### src/rtl/idt_cfg_pkg.sv
// Shared types and helpers for the IDT/ICS307 pixel-clock config loader.
package idt_cfg_pkg;

  localparam int unsigned R_BITS   = 7;
  localparam int unsigned V_BITS   = 9;
  localparam int unsigned S_BITS   = 3;
  localparam int unsigned F_BITS   = 2;
  localparam int unsigned C_BITS   = 2;
  localparam int unsigned CFG_BITS = C_BITS + 1 + F_BITS + S_BITS + V_BITS + R_BITS;

  typedef logic [CFG_BITS-1:0] cfg_word_t;

  typedef enum logic [2:0] {
    IDLE,
    SETUP,
    HIGH,
    STROBE,
    GAP
  } cfg_state_e;

  // Field order matches the synthesizer's shift order, MSB first.
  function automatic cfg_word_t pack_cfg(input logic [C_BITS-1:0] c,
                                         input logic              ttl,
                                         input logic [F_BITS-1:0] f,
                                         input logic [S_BITS-1:0] s,
                                         input logic [V_BITS-1:0] v,
                                         input logic [R_BITS-1:0] r);
    return {c, ttl, f, s, v, r};
  endfunction

endpackage

### src/rtl/idt_cfg_if.sv
// Config-word handshake between pixel-clock selection logic and the loader.
interface idt_cfg_if;
  import idt_cfg_pkg::*;

  logic      cfg_valid;
  logic      cfg_ready;
  cfg_word_t cfg_word;
  logic      busy;
  logic      done;

  modport master (
    output cfg_valid,
    output cfg_word,
    input  cfg_ready,
    input  busy,
    input  done
  );

  modport slave (
    input  cfg_valid,
    input  cfg_word,
    output cfg_ready,
    output busy,
    output done
  );
endinterface

### src/rtl/idt_cfg_tick.sv
// Loadable down-counter timing each loader state; expire flags the state's last cycle.
module idt_cfg_tick #(
  parameter int unsigned Width = 4
) (
  input  logic             osc_clk,
  input  logic             osc_reset,
  input  logic             load_i,
  input  logic [Width-1:0] load_val_i,
  output logic             expire_o
);

  logic [Width-1:0] cnt_q;

  always_ff @(posedge osc_clk or posedge osc_reset) begin
    if (osc_reset) begin
      cnt_q <= '0;
    end else if (load_i) begin
      cnt_q <= load_val_i;
    end else if (cnt_q != '0) begin
      cnt_q <= cnt_q - 1'b1;
    end
  end

  assign expire_o = (cnt_q == Width'(1));

endmodule

### src/rtl/idt_cfg_loader.sv
// Serial loader for the ICS307-style pixel-clock synthesizer: shifts a 24-bit word MSB-first.
// Build option IDT_CFG_AUTOLOAD_EN: shift DEFAULT_CFG automatically after every reset.
module idt_cfg_loader
  import idt_cfg_pkg::*;
#(
  parameter int unsigned SCLK_HALF   = 4,
  parameter cfg_word_t   DEFAULT_CFG = 24'h31149F
) (
  input  logic     osc_clk,
  input  logic     osc_reset,
  idt_cfg_if.slave cfg,
  output logic     idt_sclk,
  output logic     idt_data,
  output logic     idt_strobe
);

  localparam int unsigned      TickW   = $clog2(2 * SCLK_HALF + 1);
  localparam logic [TickW-1:0] TickH   = TickW'(SCLK_HALF);
  localparam logic [TickW-1:0] TickH2  = TickW'(2 * SCLK_HALF);
  localparam logic [4:0]       LastBit = 5'(CFG_BITS - 1);

  cfg_state_e       state_q;
  cfg_word_t        shreg_q;
  logic [4:0]       bit_cnt_q;
  logic             sclk_q, data_q, strobe_q, busy_q, done_q, ready_q;
  logic             auto_pend;
  logic             start;
  cfg_word_t        start_word;
  logic             tick_load;
  logic [TickW-1:0] tick_val;
  logic             expire;

`ifdef IDT_CFG_AUTOLOAD_EN
  localparam logic ReadyRst = 1'b0;
  logic auto_pend_q;

  always_ff @(posedge osc_clk or posedge osc_reset) begin
    if (osc_reset) begin
      auto_pend_q <= 1'b1;
    end else if (state_q == IDLE) begin
      auto_pend_q <= 1'b0;
    end
  end

  assign auto_pend = auto_pend_q;
`else
  localparam logic ReadyRst = 1'b1;
  assign auto_pend = 1'b0;
`endif

  always_comb begin
    start      = (state_q == IDLE) && (auto_pend || (cfg.cfg_valid && ready_q));
    start_word = auto_pend ? DEFAULT_CFG : cfg.cfg_word;
    tick_load  = start || ((state_q != IDLE) && expire);
    tick_val   = ((state_q == HIGH) && (bit_cnt_q == '0)) ? TickH2 : TickH;
  end

  idt_cfg_tick #(
    .Width (TickW)
  ) u_tick (
    .osc_clk    (osc_clk),
    .osc_reset  (osc_reset),
    .load_i     (tick_load),
    .load_val_i (tick_val),
    .expire_o   (expire)
  );

  always_ff @(posedge osc_clk or posedge osc_reset) begin
    if (osc_reset) begin
      state_q   <= IDLE;
      shreg_q   <= '0;
      bit_cnt_q <= '0;
      sclk_q    <= 1'b0;
      data_q    <= 1'b0;
      strobe_q  <= 1'b0;
      busy_q    <= 1'b0;
      done_q    <= 1'b0;
      ready_q   <= ReadyRst;
    end else begin
      // Pins are registered decodes of the state, so they trail it by one cycle.
      sclk_q   <= (state_q == HIGH);
      data_q   <= ((state_q == SETUP) || (state_q == HIGH)) && shreg_q[CFG_BITS-1];
      strobe_q <= (state_q == STROBE);
      busy_q   <= (state_q != IDLE);
      done_q   <= (state_q == IDLE) && busy_q;
      ready_q  <= (state_q == IDLE) && !start && !auto_pend;

      unique case (state_q)
        IDLE: begin
          if (start) begin
            shreg_q   <= start_word;
            bit_cnt_q <= LastBit;
            state_q   <= SETUP;
          end
        end
        SETUP: begin
          if (expire) state_q <= HIGH;
        end
        HIGH: begin
          if (expire) begin
            shreg_q   <= shreg_q << 1;
            bit_cnt_q <= bit_cnt_q - 1'b1;
            state_q   <= (bit_cnt_q == '0) ? STROBE : SETUP;
          end
        end
        STROBE: begin
          if (expire) state_q <= GAP;
        end
        GAP: begin
          if (expire) state_q <= IDLE;
        end
        default: state_q <= IDLE;
      endcase
    end
  end

  assign idt_sclk      = sclk_q;
  assign idt_data      = data_q;
  assign idt_strobe    = strobe_q;
  assign cfg.cfg_ready = ready_q;
  assign cfg.busy      = busy_q;
  assign cfg.done      = done_q;

endmodule

### src/flat_wrapper.sv
// flat-port wrapper written by rule: the top's interface ports become plain ports
module idt_cfg_loader_flat import idt_cfg_pkg::*;
#(
  parameter int unsigned SCLK_HALF   = 4,
  parameter cfg_word_t   DEFAULT_CFG = 24'h31149F
)
  (osc_clk, osc_reset, idt_sclk, idt_data, idt_strobe, cfg_cfg_valid, cfg_cfg_word, cfg_cfg_ready, cfg_busy, cfg_done);
  idt_cfg_if cfg_i ();
  input  logic osc_clk;
  input  logic osc_reset;
  output logic idt_sclk;
  output logic idt_data;
  output logic idt_strobe;
  input wire logic [$bits(cfg_i.cfg_valid)-1:0] cfg_cfg_valid;
  input wire logic [$bits(cfg_i.cfg_word)-1:0] cfg_cfg_word;
  output wire logic [$bits(cfg_i.cfg_ready)-1:0] cfg_cfg_ready;
  output wire logic [$bits(cfg_i.busy)-1:0] cfg_busy;
  output wire logic [$bits(cfg_i.done)-1:0] cfg_done;
  assign cfg_i.cfg_valid = cfg_cfg_valid;
  assign cfg_i.cfg_word = cfg_cfg_word;
  assign cfg_cfg_ready = cfg_i.cfg_ready;
  assign cfg_busy = cfg_i.busy;
  assign cfg_done = cfg_i.done;
  idt_cfg_loader #(.SCLK_HALF(SCLK_HALF), .DEFAULT_CFG(DEFAULT_CFG)) u_core (.osc_clk(osc_clk), .osc_reset(osc_reset), .cfg(cfg_i), .idt_sclk(idt_sclk), .idt_data(idt_data), .idt_strobe(idt_strobe));
endmodule
### config.mk
export PLATFORM = sky130hd
export DESIGN_NAME = idt_cfg_loader_flat
export DESIGN_NICKNAME = d
export VERILOG_FILES = /design/src/rtl/idt_cfg_pkg.sv /design/src/rtl/idt_cfg_if.sv /design/src/rtl/idt_cfg_tick.sv /design/src/rtl/idt_cfg_loader.sv /design/src/flat_wrapper.sv
export SDC_FILE = /design/constraint.sdc
export NUM_CORES = 1
export LEC_CHECK = 0
export CAP_MARGIN = 20
export CORE_MARGIN = 1.5
export CORE_UTILIZATION = 54
export DETAILED_ROUTE_END_ITERATION = 8
export GPL_TIMING_DRIVEN = 0
export PLACE_DENSITY = 0.8
export RECOVER_POWER = 50
export SYNTH_ARGS = -nofsm -noshare
export SYNTH_HDL_FRONTEND = slang
export SYNTH_SLANG_ARGS = --single-unit
### constraint.sdc
create_clock -name osc_clk -period 2.15 [get_ports osc_clk]
set_clock_uncertainty 0.05 [all_clocks]
set_input_delay 0.3225 -clock osc_clk [delete_from_list [all_inputs] [get_ports osc_clk]]
set_output_delay 0.3225 -clock osc_clk [all_outputs]
set_load 0.1 [all_outputs]
-- After elaboration in Yosys (flattened, before gate mapping)
Cells that the tools add are included.
- add/sub/neg operators: 2
- equality and inequality tests: 10
- multiplexer cells: 16
- reduce and logical (&&, ||, !) cells: 18
- operators with widths (operator ; count):
    $mux 24 ; 2
    $pmux 24 s2 ; 1
    $mux 3 ; 5
    $pmux 3 s5 ; 1
    $mux 4 ; 3
    $mux 5 ; 2
    $ne 2x1->1 const B ; 5
    $pmux 5 s2 ; 1
    $logic_and 1x1->1 ; 7
    $eq 3x2->1 const B ; 2
    $logic_not 5->1 ; 1
    $reduce_and 5->1 ; 1
    $sub 5x1->5 const B ; 1
    $eq 4x1->1 const B ; 1
    $reduce_bool 2->1 ; 2
    $reduce_bool 4->1 ; 1
    $sub 4x1->4 const B ; 1
    $eq 3x1->1 const B ; 1
    $eq 3x3->1 const B ; 1
    $logic_not 3->1 ; 1
    $reduce_and 3->1 ; 1
    $reduce_bool 3->1 ; 1
    $logic_or 1x1->1 ; 2
    $mux 2 ; 1
    $logic_not 1->1 ; 1
- register bits after elaboration: 42
- output and inout port bits: 6
- logic and storage cells: 56

-- Depth between registers and ports, before layout
- depth after elaboration: 4
- depth in mapped cells: 7
- depth with buffers taken out: 5

-- By module
A second synthesis with hierarchy kept.
- cell total of the unflattened synthesis: 202
- area, all modules: 2263.4 sq um
- by module, submodules not included (module ; instances ; cells each ; area an instance (sq um) ; seq. area each (sq um)):
    idt_cfg_loader ; 1 ; 176 ; 1996.9 ; 952.2
    idt_cfg_tick ; 1 ; 26 ; 266.5 ; 100.1

-- Worst setup path before layout
OpenSTA, ideal clock, no wires.
- path kind: flip-flop to flip-flop
- from: register u_core.ready_q, in the netlist u_core.cfg.cfg_ready
- to: register u_core.shreg_q[10]
- library setup time: 0.125 ns
- arrival: 1.890 ns
- required time: 1.975 ns
- slack: 0.085 ns
- cell stages (with the launch flop): 6
- cells stage by stage: dfstp_2 > nand2_1 > a2bb2o_4 > buf_6 > buf_6 > mux2_4
- word-level cells in the longest chain between the ends: 4
- RTL lines (what ; line ; RTL):
    start, declared ; idt_cfg_loader.sv:25 ; logic sclk_q, data_q, strobe_q, busy_q, done_q, ready_q;
    start signal, assigned ; idt_cfg_loader.sv:78 ; ready_q <= ReadyRst;
    start signal, assigned ; idt_cfg_loader.sv:86 ; ready_q <= (state_q == IDLE) && !start && !auto_pend;
    $logic_and 1x1->1 (2 in series) ; idt_cfg_loader.sv:52 ; start = (state_q == IDLE) && (auto_pend || (cfg.cfg_valid && ready_q));
    $ne 2x1->1 (no source line) ; -- ;
    $reduce_and 3->1 (no source line) ; -- ;
    end signal, assigned ; idt_cfg_loader.sv:91 ; shreg_q <= start_word;
    end signal, assigned ; idt_cfg_loader.sv:101 ; shreg_q <= shreg_q << 1;
    end, declared ; idt_cfg_loader.sv:23 ; cfg_word_t shreg_q;
No other way between the ends.
A chain may end at the register's enable or synchronous reset.

-- Worst setup path in the final report
- from: register u_core.data_q, in the netlist u_core.idt_data
- to: output port idt_data
- RTL lines (what ; line ; RTL):
    start, declared ; idt_cfg_loader.sv:25 ;
    start signal, assigned ; idt_cfg_loader.sv:82 ; data_q <= ((state_q == SETUP) || (state_q == HIGH)) && shreg_q[CFG_BITS-1];
    end, declared ; flat_wrapper.sv:12 ; output logic idt_data;
No word-level cell between the ends.

==> results.json <==
{
  "area_growth_pct": 23.83,
  "ios": 33,
  "dpl_worst_slack_ps": -69.67,
  "grt_pass1_wl_microns": 6582,
  "critPathKind": "reg -> out",
  "reg2reg_from": "u_core.u_tick.cnt_q[1]$_DFFE_PP0P_",
  "dp_hpwl_microns": 2754,
  "overflow": 0,
  "synth_top_area_share_pct": 46.86,
  "fill_cells": 256,
  "peakVddDrop_mv": 0.7243,
  "drtPass1Iterations": 4,
  "grt_pass1_vias": 1461,
  "post-route-period-util_pct": 98.30,
  "crit_buf_inv": 1,
  "crit_required_ps": 1780,
  "clk_pin_slew_ps": 80,
  "drt_wl_total_microns": 3965,
  "grt-busiest-layer": "met2",
  "violations": "capacitance limit, slew limit",
  "layout_setup_ws_ps": 36.47,
  "io_buffers": 32,
  "p_per_area_nw_per_um2": 1382,
  "max_freq_mhz": 473.1,
  "synth.cell_area_sq_um": 2190,
  "r2r-end": "u_core.u_tick.cnt_q[2]$_DFFE_PP0P_",
  "final_area_sq_um": 2711,
  "antenna_left": 0,
  "synthFlopType": "dfrtp_1",
  "nets": 236,
  "worst_pin_slew_ps": 1513,
  "via_count": 1398,
  "grtUsageMet2_pct": 35.75,
  "fp-row-count": 22,
  "die_area_sq_um": 4446,
  "met3_usage_pct": 4.223,
  "synth_largest_area_cell": "dfrtp_1",
  "drc": 0,
  "die_x_microns": 66.68,
  "ys_async_sr_fraction_pct": 100.0,
  "grt_usage_pct": 20.07,
  "ys_warn_count": 0,
  "leakage_nw": 1.203,
  "crit_path_top_delay_cell": "clkdlybuf4s50_1",
  "critPathMaxFanout": 1,
  "tns_ps": 0,
  "min_from": "u_core.cfg.busy$_DFF_PP0_",
  "core_area_sq_um": 3771,
  "rsz0062_at_grt": "no",
  "whs_endpoint": "u_core.cfg.done$_DFF_PP0_",
  "synth-seq-area-share_pct": 48.06,
  "yosys-top-cells-area": "dfrtp_1 47%, mux2_2 16%, mux2_4 12%",
  "met1_usage_pct": 23.69,
  "slew_headroom_pct": -0.9855,
  "crit_arrival_ps": 1740,
  "drt-wirelength-per-cell_microns": 15.61,
  "start_util_pct": 58.06,
  "cts_hold_buf": 0,
  "min_path_type": "reg -> reg",
  "synth_area_per_cell_sq_um": 13.43,
  "antenna_found_initial": 0,
  "routabilityCongestion": 0.8150,
  "hold_viol": 0,
  "clkLatencyLatePin_ps": 290,
  "critPathLaunchType": "register",
  "avgViaCountPerCell": 5.504,
  "finalCriticalPeriod_ps": 2114,
  "postPlaceCellArea_sq_um": 2570,
  "die_h_microns": 66.68,
  "tritoncts": "yes",
  "hold_depth": 1,
  "r2r_slack_ps": 120,
  "cts_root_buf": "clkbuf_8",
  "critPathMaxStageDelay_ps": 1130,
  "h-tree-depth": 2,
  "n_antenna_cell": 0,
  "drv_cap": 1,
  "drive_above_1_share_pct": 35.92,
  "crit_family": "buffers and inverters",
  "synth_cell_types": 36,
  "synth_edf_count": 0,
  "grt_max_degree": 43,
  "worstRegToRegCells": 5,
  "crit_path_cell_trace": "clkdlybuf4s50_1",
  "yosys_register_bits": 42,
  "synthCells": 163,
  "final_max_slew_viol_count": 43,
  "critPathCaptureType": "primary output",
  "cts_buffers": 5,
  "drtIter0Drc": 71,
  "syn-num-nets": 194,
  "setup_violations": 0,
  "cts.sinks": 42,
  "clk_path_buf_depth": 2,
  "status": "finished, violations left"
}
[placed cells by master, fill, tap and decap left out, types with 3 or more instances in the layout]
master            n
clkdlybuf4s50_1  27
mux2i_1           4
dlymetal6s2s_1    3
nor2_1            5
nand2b_1          3
buf_4             4
clkbuf_8          5
ha_1              4
nand3_1           4
mux2_2           31
dfrtp_1          41
mux2_4           17
and2_1            3
inv_1             6
buf_2             4
buf_6             3
o21ai_0           4
[synthesized netlist by cell type (all sizes together) (2+ instances only)]
cell type	instances
nor3b	4
nand2	2
inv	7
mux2i	4
nand2b	3
a21oi	2
o21bai	2
nor2	5
mux2	48
o21ai	4
nand4	2
xnor2	2
dfrtp	41
nor3	3
ha	4
o21a	2
or3b	2
nand3	4
and2	3
nor2b	2
buf	8
[registers in the layout, summed over array words and instances (netlist names)]
signal                count
u_core.state_q            3
u_core.cfg.cfg_ready      1
u_core.cfg.busy           1
u_core.idt_data           1
u_core.u_tick.cnt_q       4
u_core.idt_strobe         1
u_core.bit_cnt_q          5
u_core.shreg_q           24
u_core.idt_sclk           1
u_core.cfg.done           1
[per-stage QoR]
stage	hold slack [ps]	power [W]	util, %	std cells
after floorplan	344.6	0.002743	-	163
after global placement	431.5	0.003030	68.15	243
after detailed placement	436.4	0.003124	68.15	243
after CTS	447.5	0.003745	71.07	251
after global routing	456.6	0.003963	71.90	254
final	438.0	0.003747	71.90	254
[how the worst max path moves through the flow]
stage / slack [ps] / depth (start not counted) / from / end
2_1_floorplan: 90 / 5 / u_core.cfg.cfg_ready$_DFF_PP1_ / u_core.shreg_q[10]$_DFFE_PP0P_
3_3_place_gp: 4 / 7 / u_core.u_tick.cnt_q[1]$_DFFE_PP0P_ / u_core.shreg_q[12]$_DFFE_PP0P_
3_5_place_dp: -70 / 7 / u_core.u_tick.cnt_q[1]$_DFFE_PP0P_ / u_core.shreg_q[9]$_DFFE_PP0P_
4_1_cts: 10 / 1 / u_core.idt_strobe$_DFF_PP0_ / idt_strobe
5_1_grt: 0.5 / 1 / u_core.idt_data$_DFF_PP0_ / idt_data
6_report: 40 / 1 / u_core.idt_data$_DFF_PP0_ / idt_data
[layout make-up]
cell class | count | area [sq um] | area share (%)
multi-input cells | 106 | 1054 | 38.86
clock inverters | 1 | 30.03 | 1.108
inverters | 7 | 28.78 | 1.061
repair buffers | 35 | 349.1 | 12.87
clock buffers | 7 | 76.32 | 2.815
well taps | 48 | 60.06 | 2.215
plain buffers | 8 | 61.31 | 2.261
flip-flops and latches | 42 | 1052 | 38.81
[where the power goes]
part | leakage [nW] | internal, W | total, W | switching, W
logic | 0.644 | 0.000863 | 0.00176 | 0.000896
clock network | 0.0524 | 0.000347 | 0.000602 | 0.000255
registers | 0.507 | 0.00115 | 0.00139 | 0.000238
[per-layer routing]
| metal | wire length, microns | up-vias |
|---|---|---|
| li1 | - | 664 |
| met1 | 1784 | 693 |
| met2 | 1968 | 33 |
| met3 | 169 | 8 |
| met4 | 42 | 0 |
| met5 | 0 | - |
[kinds of logic (layout without fill, tap and decap cells)]
family	count (synthesis)	in the layout	share of synthesized area (%)
buf+inv	15	58	4.114
mux	52	52	29.43
simple gates	32	32	9.486
compound gates	16	16	5.828
flops	42	42	48.06
xor+xnor	2	2	0.8001
fa+ha+maj	4	4	2.286
[what timing repair did]
item	in CTS	in global routing
setup endpoints to repair	19	20
hold endpoints to repair	0	0
setup buffers	0	3
resized for setup	3	4
(Power assumes the default switching activity.)
